--- config.mk ---
export PLATFORM = sky130hd
export DESIGN_NAME = mul_div_unit
export DESIGN_NICKNAME = d
export VERILOG_FILES = /design/src/rtl/mul_div_unit.sv
export SDC_FILE = /design/constraint.sdc
export NUM_CORES = 1
export LEC_CHECK = 0
export CORE_AREA = 2 2 184 186
export CTS_CLUSTER_DIAMETER = 150
export DETAILED_ROUTE_END_ITERATION = 6
export DIE_AREA = 0 0 186 188
export PLACE_DENSITY = 0.55
export SYNTH_ARGS = -nofsm -noshare
export SYNTH_HDL_FRONTEND = slang
export SYNTH_SLANG_ARGS = --single-unit
export TNS_END_PERCENT = 20
--- constraint.sdc ---
create_clock -name Clk -period 4.4 [get_ports Clk]
set_input_delay 0.88 -clock Clk [delete_from_list [all_inputs] [get_ports Clk]]
set_output_delay 0.88 -clock Clk [all_outputs]
set_load 0.01 [all_outputs]
--- src/rtl/mul_div_unit.sv ---
// Iterative MULT/MULTU/DIV/DIVU unit with HI/LO result registers (shift-add / restoring divide).
// Optional divider datapath is built only when MULDIV_DIV_EN is defined.
module mul_div_unit #(
  parameter int unsigned WIDTH = 32
) (
  input  logic             Clk,
  input  logic             Reset,
  input  logic             Start,
  input  logic [1:0]       Op,
  input  logic [WIDTH-1:0] OperandA,
  input  logic [WIDTH-1:0] OperandB,
  output logic             Busy,
  output logic             Done,
  output logic [WIDTH-1:0] Hi,
  output logic [WIDTH-1:0] Lo,
  output logic             DivByZero
);

  localparam int unsigned CNT_W = (WIDTH > 1) ? $clog2(WIDTH) : 1;
  localparam int unsigned PW    = 2 * WIDTH;

  typedef enum logic [1:0] {
    S_IDLE,
    S_RUN,
    S_FINISH
  } state_e;

  state_e             state_q,   state_d;
  logic [CNT_W-1:0]   cnt_q,     cnt_d;
  logic               is_div_q,  is_div_d;
  logic               neg_q,     neg_d;
  logic [WIDTH-1:0]   opnd_q,    opnd_d;
  logic [WIDTH-1:0]   acc_hi_q,  acc_hi_d;
  logic [WIDTH-1:0]   acc_lo_q,  acc_lo_d;
  logic               busy_q,    busy_d;
  logic               done_q,    done_d;
  logic [WIDTH-1:0]   hi_q,      hi_d;
  logic [WIDTH-1:0]   lo_q,      lo_d;
  logic               dbz_q,     dbz_d;
`ifdef MULDIV_DIV_EN
  logic               rem_neg_q, rem_neg_d;
  logic               zero_div_q, zero_div_d;
`endif

  // Operand magnitudes; only MULT (00) and DIV (10) are signed
  logic             op_signed;
  logic             a_neg;
  logic             b_neg;
  logic [WIDTH-1:0] abs_a;
  logic [WIDTH-1:0] abs_b;

  always_comb begin
    op_signed = ~Op[0];
    a_neg     = op_signed & OperandA[WIDTH-1];
    b_neg     = op_signed & OperandB[WIDTH-1];
    abs_a     = a_neg ? (WIDTH'(0) - OperandA) : OperandA;
    abs_b     = b_neg ? (WIDTH'(0) - OperandB) : OperandB;
  end

  // One shift-add multiply step: {acc_hi, acc_lo} accumulates the product, acc_lo shifts out the multiplier
  logic [WIDTH-1:0] mul_addend;
  logic [WIDTH:0]   mul_sum;
  logic [WIDTH-1:0] mul_hi_nxt;
  logic [WIDTH-1:0] mul_lo_nxt;

  always_comb begin
    mul_addend = acc_lo_q[0] ? opnd_q : '0;
    mul_sum    = {1'b0, acc_hi_q} + {1'b0, mul_addend};
    mul_hi_nxt = mul_sum[WIDTH:1];
    mul_lo_nxt = {mul_sum[0], acc_lo_q[WIDTH-1:1]};
  end

`ifdef MULDIV_DIV_EN
  // One restoring divide step: acc_hi is the partial remainder, acc_lo shifts dividend out / quotient in
  logic [WIDTH:0]   div_sh;
  logic [WIDTH:0]   div_diff;
  logic [WIDTH-1:0] div_hi_nxt;
  logic [WIDTH-1:0] div_lo_nxt;

  always_comb begin
    div_sh   = {acc_hi_q, acc_lo_q[WIDTH-1]};
    div_diff = div_sh - {1'b0, opnd_q};
    if (div_diff[WIDTH]) begin
      div_hi_nxt = div_sh[WIDTH-1:0];
      div_lo_nxt = {acc_lo_q[WIDTH-2:0], 1'b0};
    end else begin
      div_hi_nxt = div_diff[WIDTH-1:0];
      div_lo_nxt = {acc_lo_q[WIDTH-2:0], 1'b1};
    end
  end
`endif

  // Sign correction of the finished result
  logic [PW-1:0]    prod_raw;
  logic [PW-1:0]    prod_fix;

  always_comb begin
    prod_raw = {acc_hi_q, acc_lo_q};
    prod_fix = neg_q ? (PW'(0) - prod_raw) : prod_raw;
  end

`ifdef MULDIV_DIV_EN
  logic [WIDTH-1:0] quo_fix;
  logic [WIDTH-1:0] rem_fix;

  // A zero divisor leaves the dividend magnitude in the remainder, so the normal
  // remainder sign fix already returns the original dividend on Hi
  always_comb begin
    quo_fix = zero_div_q ? '1 : (neg_q ? (WIDTH'(0) - acc_lo_q) : acc_lo_q);
    rem_fix = rem_neg_q ? (WIDTH'(0) - acc_hi_q) : acc_hi_q;
  end
`endif

  // Next-state and datapath control
  always_comb begin
    state_d  = state_q;
    cnt_d    = cnt_q;
    is_div_d = is_div_q;
    neg_d    = neg_q;
    opnd_d   = opnd_q;
    acc_hi_d = acc_hi_q;
    acc_lo_d = acc_lo_q;
    busy_d   = busy_q;
    done_d   = 1'b0;
    hi_d     = hi_q;
    lo_d     = lo_q;
    dbz_d    = dbz_q;
`ifdef MULDIV_DIV_EN
    rem_neg_d  = rem_neg_q;
    zero_div_d = zero_div_q;
`endif

    case (state_q)
      S_IDLE: begin
        // Busy is still high during the Done cycle, blocking a new Start there
        if (done_q) begin
          busy_d = 1'b0;
        end
        if (Start && !busy_q) begin
          busy_d   = 1'b1;
          is_div_d = Op[1];
          neg_d    = a_neg ^ b_neg;
          cnt_d    = '0;
          acc_hi_d = '0;
          state_d  = S_RUN;
          if (Op[1]) begin
            acc_lo_d = abs_a;
            opnd_d   = abs_b;
`ifdef MULDIV_DIV_EN
            rem_neg_d  = a_neg;
            zero_div_d = (OperandB == '0);
`else
            state_d    = S_FINISH;
`endif
          end else begin
            acc_lo_d = abs_b;
            opnd_d   = abs_a;
          end
        end
      end

      S_RUN: begin
`ifdef MULDIV_DIV_EN
        if (is_div_q) begin
          acc_hi_d = div_hi_nxt;
          acc_lo_d = div_lo_nxt;
        end else begin
          acc_hi_d = mul_hi_nxt;
          acc_lo_d = mul_lo_nxt;
        end
`else
        acc_hi_d = mul_hi_nxt;
        acc_lo_d = mul_lo_nxt;
`endif
        cnt_d = CNT_W'(cnt_q + 1'b1);
        if (cnt_q == CNT_W'(WIDTH - 1)) begin
          state_d = S_FINISH;
        end
      end

      S_FINISH: begin
        done_d  = 1'b1;
        dbz_d   = 1'b0;
        state_d = S_IDLE;
        if (is_div_q) begin
`ifdef MULDIV_DIV_EN
          hi_d  = rem_fix;
          lo_d  = quo_fix;
          dbz_d = zero_div_q;
`endif
        end else begin
          hi_d = prod_fix[PW-1:WIDTH];
          lo_d = prod_fix[WIDTH-1:0];
        end
      end

      default: begin
        state_d = S_IDLE;
      end
    endcase
  end

  always_ff @(posedge Clk) begin
    if (Reset) begin
      state_q  <= S_IDLE;
      cnt_q    <= '0;
      is_div_q <= 1'b0;
      neg_q    <= 1'b0;
      opnd_q   <= '0;
      acc_hi_q <= '0;
      acc_lo_q <= '0;
      busy_q   <= 1'b0;
      done_q   <= 1'b0;
      hi_q     <= '0;
      lo_q     <= '0;
      dbz_q    <= 1'b0;
`ifdef MULDIV_DIV_EN
      rem_neg_q  <= 1'b0;
      zero_div_q <= 1'b0;
`endif
    end else begin
      state_q  <= state_d;
      cnt_q    <= cnt_d;
      is_div_q <= is_div_d;
      neg_q    <= neg_d;
      opnd_q   <= opnd_d;
      acc_hi_q <= acc_hi_d;
      acc_lo_q <= acc_lo_d;
      busy_q   <= busy_d;
      done_q   <= done_d;
      hi_q     <= hi_d;
      lo_q     <= lo_d;
      dbz_q    <= dbz_d;
`ifdef MULDIV_DIV_EN
      rem_neg_q  <= rem_neg_d;
      zero_div_q <= zero_div_d;
`endif
    end
  end

  assign Busy      = busy_q;
  assign Done      = done_q;
  assign Hi        = hi_q;
  assign Lo        = lo_q;
  assign DivByZero = dbz_q;

endmodule

---- After elaboration in Yosys (flattened, before gate mapping) ----
Cells that the tools add are included.
storage, ports and cells
  word-level logic and storage cells ...... 55
  flip-flop bits (word level) ............. 171
  bits of input ports ..................... 69
  output and inout bits ................... 67
cells by class
  reductions and logical operators ........ 10
  equal/unequal tests ..................... 5
  muxes and demuxes ....................... 19
  bitwise logic cells ..................... 5
  $add $sub $neg .......................... 5
operators by type and width
  cell                                                  count
  two-way mux 32 bit                                    7
  case mux 32 bit (2 select lines)                      2
  two-way mux 64 bit                                    1
  subtractor 1 x 32 -> 32 bit (first input constant)    2
  subtractor 1 x 64 -> 64 bit (first input constant)    1
  adder 32 x 32 -> 33 bit                               1
  case mux 5 bit (2 select lines)                       1
  AND reduction 2 bit                                   5
  two-way mux 2 bit                                     3
  adder 5 x 1 -> 5 bit (second input constant)          1
  equality test 5 bit (second input constant)           1
  two-way mux 5 bit                                     1
  inequality test 2 bit (second input constant)         2
  case mux 2 bit (2 select lines)                       1
  nonzero test 2 bit                                    2
  two-way mux 1 bit                                     3
  AND 1 bit                                             2
  equality test 2 x 1 -> 1 bit (second input constant)  1
  equality test 2 bit (second input constant)           1
  zero test 2 bit                                       1
  NOT 1 bit                                             2
  logical AND 1 bit                                     1
  zero test 1 bit                                       1
  XOR 1 bit                                             1

---- Depth between registers and ports, before layout ----
Gate-level depths: netlist of the first run.
  depth in word-level cells ............... 6
  gate-level depth with buffers ........... 13

---- Worst setup path after synthesis of the first run ----
Ideal clock, no wire load.
  kind .................................... register -> register
  start ................................... register acc_lo_q[0]
  end ..................................... register acc_hi_q[31]
  slack ................................... 1.293 ns
  library setup time ...................... 0.091 ns
  arrival time ............................ 3.016 ns
  cell stages (with the launch flop) ...... 14
  cells stage by stage .................... dfxtp_1 clkbuf_1 clkbuf_1 and2_1 ha_1 inv_1 fa_1 nand2b_1 a21oi_1 o21ai_0 a211oi_1 o21ai_0 a211o_1 a311oi_1
on the way
  word-level cells in the longest chain between the ends .. 3
RTL lines
  what                              RTL line  text
  start, declared                   34        logic [WIDTH-1:0] acc_lo_q, acc_lo_d;
  start signal, assigned            228       acc_lo_q <= acc_lo_d;
  two-way mux 32 bit                67        mul_addend = acc_lo_q[0] ? opnd_q : '0;
  adder 32 x 32 -> 33 bit           68        mul_sum = {1'b0, acc_hi_q} + {1'b0, mul_addend};
  case mux 32 bit (2 select lines)  133       case (state_q)
  end signal, assigned              227       acc_hi_q <= acc_hi_d;
  end, declared                     33        logic [WIDTH-1:0] acc_hi_q, acc_hi_d;
No other way between the ends.
A chain may end at the register's enable or synchronous reset.

---- Worst setup path in the final report of the first run ----
  start ................................... input port OperandA[0]
  end ..................................... register acc_lo_q[12]
on the way
  word-level cells in the longest chain between the ends .. 5
RTL lines
  what                              RTL line  text
  start, declared                   10        input logic [WIDTH-1:0] OperandA,
  subtractor 1 x 32 -> 32 bit       56        abs_a = a_neg ? (WIDTH'(0) - OperandA) : OperandA;
  two-way mux 32 bit                56
  two-way mux 32 bit                146       if (Op[1]) begin
  two-way mux 32 bit                139       if (Start && !busy_q) begin
  case mux 32 bit (2 select lines)  133
No other way between the ends. The select of a mux whose other input is x is not followed.

==> results.py, run 1 <==
metrics = {
    "power": {
        "p_leak_uw": 0.005079,
        "vdd_ir_drop_max_mv": 0.2751,
        "power_density_nw_per_um2": 300.6,
    },
    "detailed_routing": {
        "routedWlPerCell_um": 18.85,
        "routed_wl_mm": 38.27,
        "drt_iter0_markers": 861,
        "via_per_inst": 5.560,
        "drc": 0,
        "dr_total_vias": 11290,
        "first_pass_iters": 5,
        "ant_nets": 0,
    },
    "layout": {
        "multi_input_area_um2": 7607,
        "nFillCells": 3375,
        "nets": 1678,
        "seq_area_um2": 3425,
        "diodes": 0,
        "fin_area_um2": 13810,
        "layout-drive-gt1-share_pct": 5.879,
        "post-route-util_pct": 41.72,
        "flow.area_growth_from_synthesis_pct": 20.48,
    },
    "clock_tree": {
        "cts-resized-gates": 0,
        "cts.reportedPaths.clkPinSlew_ns": 0.07,
        "cts_num_sinks": 171,
        "cts_setup_buffers": 0,
        "clkLatencyLatePin_ns": 0.44,
        "holdBufCountCts": 0,
        "cts_root_buffer": "clkbuf_16",
        "numCtsBuffers": 17,
        "htree_num_levels": 4,
        "clock_path_buffers": 2,
        "cts_tree": "done",
    },
    "synth": {
        "synth_area_per_cell_um2": 7.720,
        "synth_area_um2": 11460,
        "synth.distinct_cells": 74,
        "synth_nets": 1592,
        "ys_seq_area_share_pct": 29.86,
        "synthArstFlopShare_pct": 0,
        "synthFlopType": "dfxtp_1",
        "synth_seq_cells": 171,
        "synth_edf_count": 0,
        "synthCells": 1485,
        "synth_warnings": 0,
    },
    "global_route": {
        "grt_max_degree": 68,
        "antenna_found_initial": 0,
        "grt_pass1_vias": 10260,
        "grt_pass1_wl_mm": 59.42,
        "overflow": 0,
        "grt.total_usage_pct": 21.80,
    },
    "critical_path": {
        "worstPathMaxFanout": 8,
        "critical-path-max-stage-delay_ns": 0.73,
        "start_kind": "input pin",
        "required_ns": 4.70,
        "criticalPathCategory": "in -> reg",
        "cpLargestDelayFamily": "simple AND/OR/NAND/NOR gates",
        "critical_path.n_buffers_inverters": 2,
        "path_cells": "clkdlybuf4s50_1 -> inv_1 -> ha_1 -> or4b_2 -> nor4_1 -> a21oi_1 -> xnor2_1 -> a211oi_1 -> a221oi_1 -> nor2_1",
        "critPathCaptureType": "flop",
        "rrSetupSlack_ns": 1.04,
        "crit_slowest_cell": "or4b_2",
        "cp.arrival_ns": 3.67,
    },
    "floorplan": {
        "core_area_um2": 33110,
        "start_util_pct": 34.62,
        "die_area_um2": 34970,
        "dieHeight_um": 188,
        "num_io_pins": 136,
        "rows": 67,
        "die_x_um": 186,
    },
    "sta": {
        "timing.final.crit_share_pct": 76.44,
        "setup_ws_ns": 1.037,
        "fin_crit_ns": 3.363,
        "fmax_mhz": 297.3,
        "grt_setup_unrepaired": "false",
        "max-slew-margin-rel_pct": 38.17,
        "drv_slew": 0,
        "fin_tns_setup_ns": 0,
        "worst-slew-pin-transition_ns": 0.9274,
        "clock_skew_ns": 0.01226,
        "setup_viol": 0,
        "final_hold_viol_count": 0,
    },
    "placement": {
        "hpwlAfterDp_mm": 28.98,
        "place_area_um2": 13230,
        "gp_congestion": 0.9021,
        "portBuffers": 134,
        "preCtsSetupSlack_ns": 0.6390,
    },
    "flow_run": {
        "drv_cap": 0,
    },
    "hold_path": {
        "hold_class": "reg -> reg",
    },
    "run_status": {
        "status": "finished clean",
    },
}
## logic make-up (layout without fill, tap and decap cells)
family	Yosys count	in the layout	share of synthesized area [%]
other	1	1	0.03271
buffers and inverters	120	217	3.972
and+or+nand+nor	546	546	23.64
adders and majority gates	38	38	4.213
DFF	171	171	29.86
AOI/OAI and AO/OA	446	446	25.48
xor gates and xnor gates	131	131	10.01
muxes	32	32	2.794
## worst paths after layout
check               startpoint            to  depth (start not counted)
hold / removal      opnd_q[11]    opnd_q[11]                          2
setup / recovery   OperandA[0]  acc_lo_q[12]                         10
setup reg to reg  acc_lo_q[26]        Hi[30]                          7
hold reg to reg     opnd_q[11]    opnd_q[11]                          2
## cells in the mapped netlist, types with 32 or more instances
master | n | area, µm²
ha_1 | 37 | 462.9
mux2i_1 | 32 | 320.3
nand2_1 | 154 | 578.1
xnor2_1 | 54 | 473.0
nand3_1 | 34 | 170.2
clkbuf_1 | 90 | 337.8
a211oi_1 | 54 | 405.4
xor2_1 | 77 | 674.4
dfxtp_1 | 171 | 3423
nor2_1 | 140 | 525.5
and2_1 | 35 | 219.0
o21ai_0 | 69 | 345.3
a21oi_1 | 130 | 650.6
## report_power, final
group	leakage (µW)	switching [µW]	internal, µW
Combinational	0.00341	528	351
Clock	0.000276	686	853
Sequential	0.00139	102	1630
## stage by stage
step | std cells | total power [µW] | hold WS [ns]
5_1_grt | 2030 | 4349 | 0.4697
6_report | 2030 | 4153 | 0.4481
2_1_floorplan | 1485 | 2276 | 0.4167
3_5_place_dp | 2000 | 2638 | 0.4372
4_1_cts | 2030 | 4180 | 0.4510
3_3_place_gp | 2000 | 2629 | 0.4350
## registers in the layout (all words and copies together), names as in the netlist
signal / flops
opnd_q: 32
is_div_q: 1
Lo: 32
neg_q: 1
Done: 1
Hi: 32
acc_lo_q: 32
acc_hi_q: 32
state_q: 2
Busy: 1
cnt_q: 5
## final cells by class
| cell class | instances | area share, % |
|---|---|---|
| Inverter | 24 | 0.6522 |
| Clock inverter | 12 | 1.014 |
| Timing Repair Buffer | 163 | 11.23 |
| Tap cell | 448 | 4.058 |
| Clock buffer | 18 | 3.179 |
| Sequential cell | 171 | 24.79 |
| Multi-Input combinational cell | 1194 | 55.07 |
## tightest hold or removal path: stages, from the launching register on
cell     delay (ns)
dfxtp_1        0.31
nand2_1        0.05
a21oi_1        0.05
## placed cells by master, fill, tap and decap left out, types with 34 or more instances in the layout
master,instances
clkdlybuf4s50_1,132
dfxtp_1,170
ha_1,37
a211oi_1,54
xnor2_1,54
nand3_1,34
xor2_1,77
and2_1,35
o21ai_0,69
a21oi_1,130
nand2_1,154
nor2_1,139
## per-layer routing
| layer | track usage, % | part of all wire [%] | up-vias |
|---|---|---|---|
| met5 | 0 | 0 | - |
| met4 | 5.300 | 1.5 | 0 |
| met3 | 3.243 | 6.4 | 33 |
| met2 | 32.23 | 43 | 394 |
| met1 | 32.84 | 49 | 5261 |
| li1 | - | - | 5598 |
(Power assumes the default switching activity.)
==> run 2: changes to the inputs <==
--- a/config.mk
+++ b/config.mk
@@ -9,7 +9,7 @@
 export CTS_CLUSTER_DIAMETER = 150
 export DETAILED_ROUTE_END_ITERATION = 6
 export DIE_AREA = 0 0 186 188
-export PLACE_DENSITY = 0.55
+export PLACE_DENSITY = 0.57
 export SYNTH_ARGS = -nofsm -noshare
 export SYNTH_HDL_FRONTEND = slang
 export SYNTH_SLANG_ARGS = --single-unit
==> constraint.sdc (replaced) <==
create_clock -name Clk -period 2.8 [get_ports Clk]
set_input_delay 0.56 -clock Clk [delete_from_list [all_inputs] [get_ports Clk]]
set_output_delay 0.56 -clock Clk [all_outputs]
set_load 0.01 [all_outputs]
==> results.py, run 2 (same netlist as run 1, synthesis figures left out) <==
metrics = {
    "detailed_routing": {
        "drc": 0,
        "via_per_inst": 5.364,
        "drt_iter0_markers": 801,
        "first_pass_iters": 6,
        "routed_wl_mm": 39.54,
        "routedWlPerCell_um": 17.72,
        "dr_total_vias": 11970,
        "ant_nets": 0,
    },
    "global_route": {
        "grt.total_usage_pct": 22.43,
        "antenna_found_initial": 0,
        "grt_pass1_vias": 11180,
        "overflow": 0,
        "grt_max_degree": 98,
        "grt_pass1_wl_mm": 61.71,
    },
    "run_status": {
        "status": "finished with violations",
        "violations": "setup timing",
    },
    "sta": {
        "final_hold_viol_count": 0,
        "setup_viol": 1,
        "timing.final.crit_share_pct": 100.3,
        "clock_skew_ns": 0.01624,
        "grt_setup_unrepaired": "true",
        "setup_ws_ns": -0.008910,
        "max-slew-margin-rel_pct": 48.09,
        "fin_crit_ns": 2.809,
        "worst-slew-pin-transition_ns": 0.7744,
        "fmax_mhz": 356.0,
        "hold_ws_ns": 0.4499,
        "drv_slew": 0,
    },
    "critical_path": {
        "critPathCaptureType": "flop",
        "crit_slowest_cell": "or4b_4",
        "cpMostUsedCell": "or3_4",
        "worstPathMaxFanout": 3,
        "critical-path-max-stage-delay_ns": 0.49,
        "crit_start": "acc_hi_q[17]",
        "path_cells": "or3_4 -> or3_4 -> or4b_4 -> or4_4 -> o41ai_4 -> xor2_1 -> a211oi_1",
        "rrSetupSlack_ns": -0.009,
        "reg2reg_from": "acc_hi_q[17]",
        "required_ns": 3.11,
        "start_kind": "flop",
        "critical_path.n_buffers_inverters": 0,
        "r2r_end": "Hi[31]",
        "criticalPathCategory": "reg -> reg",
        "rr_worst_depth": 7,
        "cp.arrival_ns": 3.11,
        "cpLargestDelayFamily": "simple AND/OR/NAND/NOR gates",
    },
    "hold_path": {
        "hold_class": "reg -> reg",
        "worst_hold_startpoint": "opnd_q[5]",
        "min_delay_path_depth": 2,
        "hold_path_end": "opnd_q[5]",
    },
    "power": {
        "p_leak_uw": 0.006103,
        "power_density_nw_per_um2": 429.2,
        "total_power_uw": 6671,
        "vdd_ir_drop_max_mv": 0.4254,
    },
    "placement": {
        "gp_congestion": 0.9100,
        "hpwlAfterDp_mm": 31.32,
        "portBuffers": 134,
    },
    "layout": {
        "final_cell_mix": "224 x buf_4, 168 x dfxtp_1, 154 x nand2_1, 138 x nor2_1, 132 x clkdlybuf4s50_1",
        "layout-drive-gt1-share_pct": 18.24,
        "flow.area_growth_from_synthesis_pct": 35.57,
        "nets": 1878,
        "final_common_cell": "buf_4",
        "nFillCells": 3315,
    },
    "clock_tree": {
        "clock_path_buffers": 2,
        "holdBufCountCts": 0,
        "cts_root_buffer": "clkbuf_16",
        "cts.reportedPaths.clkPinSlew_ns": 0.07,
        "clkLatencyLatePin_ns": 0.44,
        "cts_tree": "done",
        "cts_num_sinks": 171,
        "htree_num_levels": 4,
        "numCtsBuffers": 17,
    },
    "floorplan": {
        "die_x_um": 186,
        "dieHeight_um": 188,
        "core_area_um2": 33110,
        "die_area_um2": 34970,
        "start_util_pct": 34.62,
        "num_io_pins": 136,
        "rows": 67,
    },
    "flow_run": {
        "drv_cap": 0,
    },
}
-- run 2: cell types whose count changed in the layout (fill, tap and decap cells not counted), moves of 3 or more --
| cell | delta |
|---|---|
| buf_4 | +194 |
| nor3_1 | -3 |
| buf_12 | +5 |
| a211oi_2 | +4 |
| nor3_2 | +3 |
| ha_2 | +3 |
| ha_1 | -5 |
| a211oi_1 | -4 |
| a21oi_1 | -3 |
| o21ai_1 | +8 |
| o21ai_0 | -9 |
-- run 2: layout make-up --
type | count | area (µm²) | share of cell area [%]
Antenna cell | 1 | 2.502 | 0.01610
Clock buffer | 19 | 452.9 | 2.914
Clock inverter | 11 | 87.58 | 0.5635
Inverter | 24 | 90.09 | 0.5796
Multi-Input combinational cell | 1194 | 7802 | 50.20
Sequential cell | 171 | 3427 | 22.05
Tap cell | 448 | 560.5 | 3.607
Timing Repair Buffer | 363 | 3119 | 20.07
-- run 2: how the worst max path moves through the flow --
stage                               to  slack (ns)  cells after the start
after CTS                       Hi[31]       -0.02                      7
after detailed placement  acc_lo_q[12]       -0.32                     10
after floorplan           acc_hi_q[31]        0.02                     13
final                           Hi[31]      -0.009                      7
after global placement      opnd_q[27]       -0.30                      8
after global routing            Hi[31]       -0.08                      7
-- run 2: metrics by stage --
step / instance area (µm²) / setup WS [ns] / instances / setup TNS, ns / util, %
2_1_floorplan: 11480 / 0.02310 / 1485 / 0 / -
3_3_place_gp: 14780 / -0.3038 / 2197 / -8.474 / 44.65
3_5_place_dp: 14780 / -0.3245 / 2197 / -10.94 / 44.65
4_1_cts: 15400 / -0.01756 / 2229 / -0.02193 / 46.51
5_1_grt: 15540 / -0.07562 / 2230 / -0.3748 / 46.93
6_report: 15540 / -0.008910 / 2231 / -0.008910 / 46.94
-- run 2: power by group --
| group | internal (µW) | leakage, µW | switching (µW) |
|---|---|---|---|
| Combinational | 796 | 0.00446 | 944 |
| Clock | 1180 | 0.000255 | 1070 |
| Sequential | 2570 | 0.00139 | 109 |
-- run 2: timing repair --
item	in CTS	in global routing
pin swaps	5	8
setup buffers	2	1
resized for setup	15	29
endpoints found under the setup margin	27	28
-- run 2: tightest hold or removal path: stages, from the launching register on --
cell,delay (ns)
dfxtp_1,0.31
nand2_1,0.05
a21oi_1,0.05
-- run 2: routing by layer --
| metal | vias to the layer above | part of all wire, % | global-route usage, % |
|---|---|---|---|
| li1 | 5996 | - | - |
| met1 | 5567 | 49 | 32.87 |
| met2 | 370 | 44 | 34.16 |
| met3 | 33 | 6.5 | 3.709 |
| met4 | 0 | 1.4 | 5.118 |
| met5 | - | 0 | 0 |
==> run 3: changes to the inputs <==
--- a/config.mk
+++ b/config.mk
@@ -9,7 +9,9 @@
 export CTS_CLUSTER_DIAMETER = 150
 export DETAILED_ROUTE_END_ITERATION = 6
 export DIE_AREA = 0 0 186 188
-export PLACE_DENSITY = 0.57
+export DONT_BUFFER_PORTS = 1
+export PLACE_DENSITY = 0.51
+export REMOVE_ABC_BUFFERS = 1
 export SYNTH_ARGS = -nofsm -noshare
 export SYNTH_HDL_FRONTEND = slang
 export SYNTH_SLANG_ARGS = --single-unit
==> results.py, run 3 (same netlist as run 1, synthesis figures left out) <==
metrics = {
    "layout": {
        "seq_area_um2": 3425,
        "diodes": 0,
        "layoutNonFillerInstCount": 2042,
        "fin_area_um2": 13800,
        "flow.area_growth_from_synthesis_pct": 20.40,
        "final_cell_mix": "171 x buf_4, 170 x dfxtp_1, 152 x nand2_1, 139 x nor2_1, 125 x a21oi_1",
        "layout-drive-gt1-share_pct": 16.69,
        "nFillCells": 3462,
        "multi_input_area_um2": 7819,
        "post-route-util_pct": 41.69,
        "nets": 1689,
        "final_common_cell": "buf_4",
    },
    "power": {
        "p_leak_uw": 0.005349,
        "power_density_nw_per_um2": 466.1,
        "internal_power_uw": 4405,
        "pwr-share-seq_pct": 42.0,
        "total_power_uw": 6434,
        "p_comb_share_pct": 21.1,
        "pwr-share-clk_pct": 36.9,
        "vdd_ir_drop_max_mv": 0.4540,
        "power_switching_uw": 2029,
        "switching_share_pct": 31.54,
    },
    "global_route": {
        "antenna_found_initial": 0,
        "grt_pass1_wl_mm": 61.95,
        "grt_max_degree": 135,
        "grt.total_usage_pct": 23.01,
        "overflow": 0,
        "grt_pass1_vias": 10730,
    },
    "detailed_routing": {
        "routedWlPerCell_um": 19.80,
        "ant_nets": 0,
        "routed_wl_mm": 40.42,
        "first_pass_iters": 6,
        "drt_iter0_markers": 775,
        "dr_total_vias": 11340,
        "via_per_inst": 5.554,
        "drc": 0,
    },
    "placement": {
        "gp_congestion": 0.8842,
        "hpwlAfterDp_mm": 31.11,
        "place_area_um2": 13030,
        "portBuffers": 0,
        "placedCellCount": 2011,
    },
    "critical_path": {
        "required_ns": 3.12,
        "cp.arrival_ns": 3.11,
        "critPathCaptureType": "flop",
        "worstPathMaxFanout": 4,
        "reg2reg_from": "acc_lo_q[25]",
        "criticalPathCategory": "reg -> reg",
        "start_kind": "flop",
        "crit_start": "acc_lo_q[25]",
    },
    "sta": {
        "fin_crit_ns": 2.793,
        "fmax_mhz": 358.0,
        "final_hold_viol_count": 0,
        "timing.final.crit_share_pct": 99.75,
        "setup_viol": 0,
        "worst-slew-pin-transition_ns": 0.6577,
        "fin_tns_setup_ns": 0,
        "clock_skew_ns": 0.01187,
        "grt_setup_unrepaired": "true",
        "max-slew-margin-rel_pct": 55.99,
        "drv_slew": 0,
    },
    "flow_run": {
        "drv_cap": 0,
    },
    "clock_tree": {
        "numCtsBuffers": 17,
        "cts.reportedPaths.clkPinSlew_ns": 0.07,
        "clkLatencyLatePin_ns": 0.44,
        "clock_path_buffers": 2,
        "htree_num_levels": 4,
        "cts_num_sinks": 171,
        "cts_setup_buffers": 0,
        "cts_tree": "done",
        "cts_root_buffer": "clkbuf_16",
    },
    "floorplan": {
        "die_area_um2": 34970,
        "core_area_um2": 33110,
        "rows": 67,
        "dieHeight_um": 188,
        "start_util_pct": 34.62,
        "num_io_pins": 136,
        "die_x_um": 186,
    },
    "run_status": {
        "status": "finished clean",
    },
    "hold_path": {
        "worst_hold_startpoint": "Reset",
        "hold_class": "in -> reg",
    },
}
run 3: through the flow:
step           setup slack (ns)  hold slack [ns]
6_report               0.006867           0.2335
5_1_grt                -0.07915           0.2041
4_1_cts                -0.01248           0.2021
3_5_place_dp           -0.08241           0.4435
3_3_place_gp           -0.03912           0.4389
2_1_floorplan            -1.975           0.4167
run 3: worst max-delay path: stages, from the launching register on:
cell,delay (ns)
dfxtp_1,0.31
or4_4,0.56
nor4_2,0.18
buf_4,0.21
nand4_1,0.29
or4_4,0.57
o41ai_4,0.32
xor2_1,0.17
o21ai_1,0.06
run 3: final timing paths:
| kind | to | slack, ns | cells past startpoint |
|---|---|---|---|
| max | Hi[30] | 0.007 | 8 |
| min | acc_lo_q[27] | 0.23 | 1 |
| max reg2reg | Hi[30] | 0.007 | 8 |
| min reg2reg | opnd_q[10] | 0.45 | 2 |
run 3: layer usage:
metal  GRT usage (%)  wire length, µm  vias up
met1           32.31            19330     5366
met2           35.95            17980      327
met5               0                0        -
met3           4.797             2572       22
met4           5.330              544        0
li1                -                -     5626
run 3: area by class of cell:
| class | count | share of cell area, % |
|---|---|---|
| Timing Repair Buffer | 174 | 9.735 |
| Sequential cell | 171 | 24.81 |
| Inverter | 24 | 0.6526 |
| Tap cell | 448 | 4.061 |
| Clock buffer | 22 | 3.435 |
| Clock inverter | 9 | 0.6617 |
| Multi-Input combinational cell | 1194 | 56.64 |
run 3: power by group through the flow:
stage	Sequential (µW)	Clock [µW]	Combinational, µW
after global placement	2750	0	1320
after floorplan	2740	0	774
after global routing	2720	2500	1480
after CTS	2700	2420	1340
final	2700	2370	1360
after detailed placement	2760	0	1320
run 3: timing repair:
action | 4_1_cts | 5_1_grt
hold buffers | 0 | 0
setup endpoints to repair | 15 | 24
pin swaps | 0 | 14
hold endpoints to repair | 0 | 0
resized for setup | 7 | 35
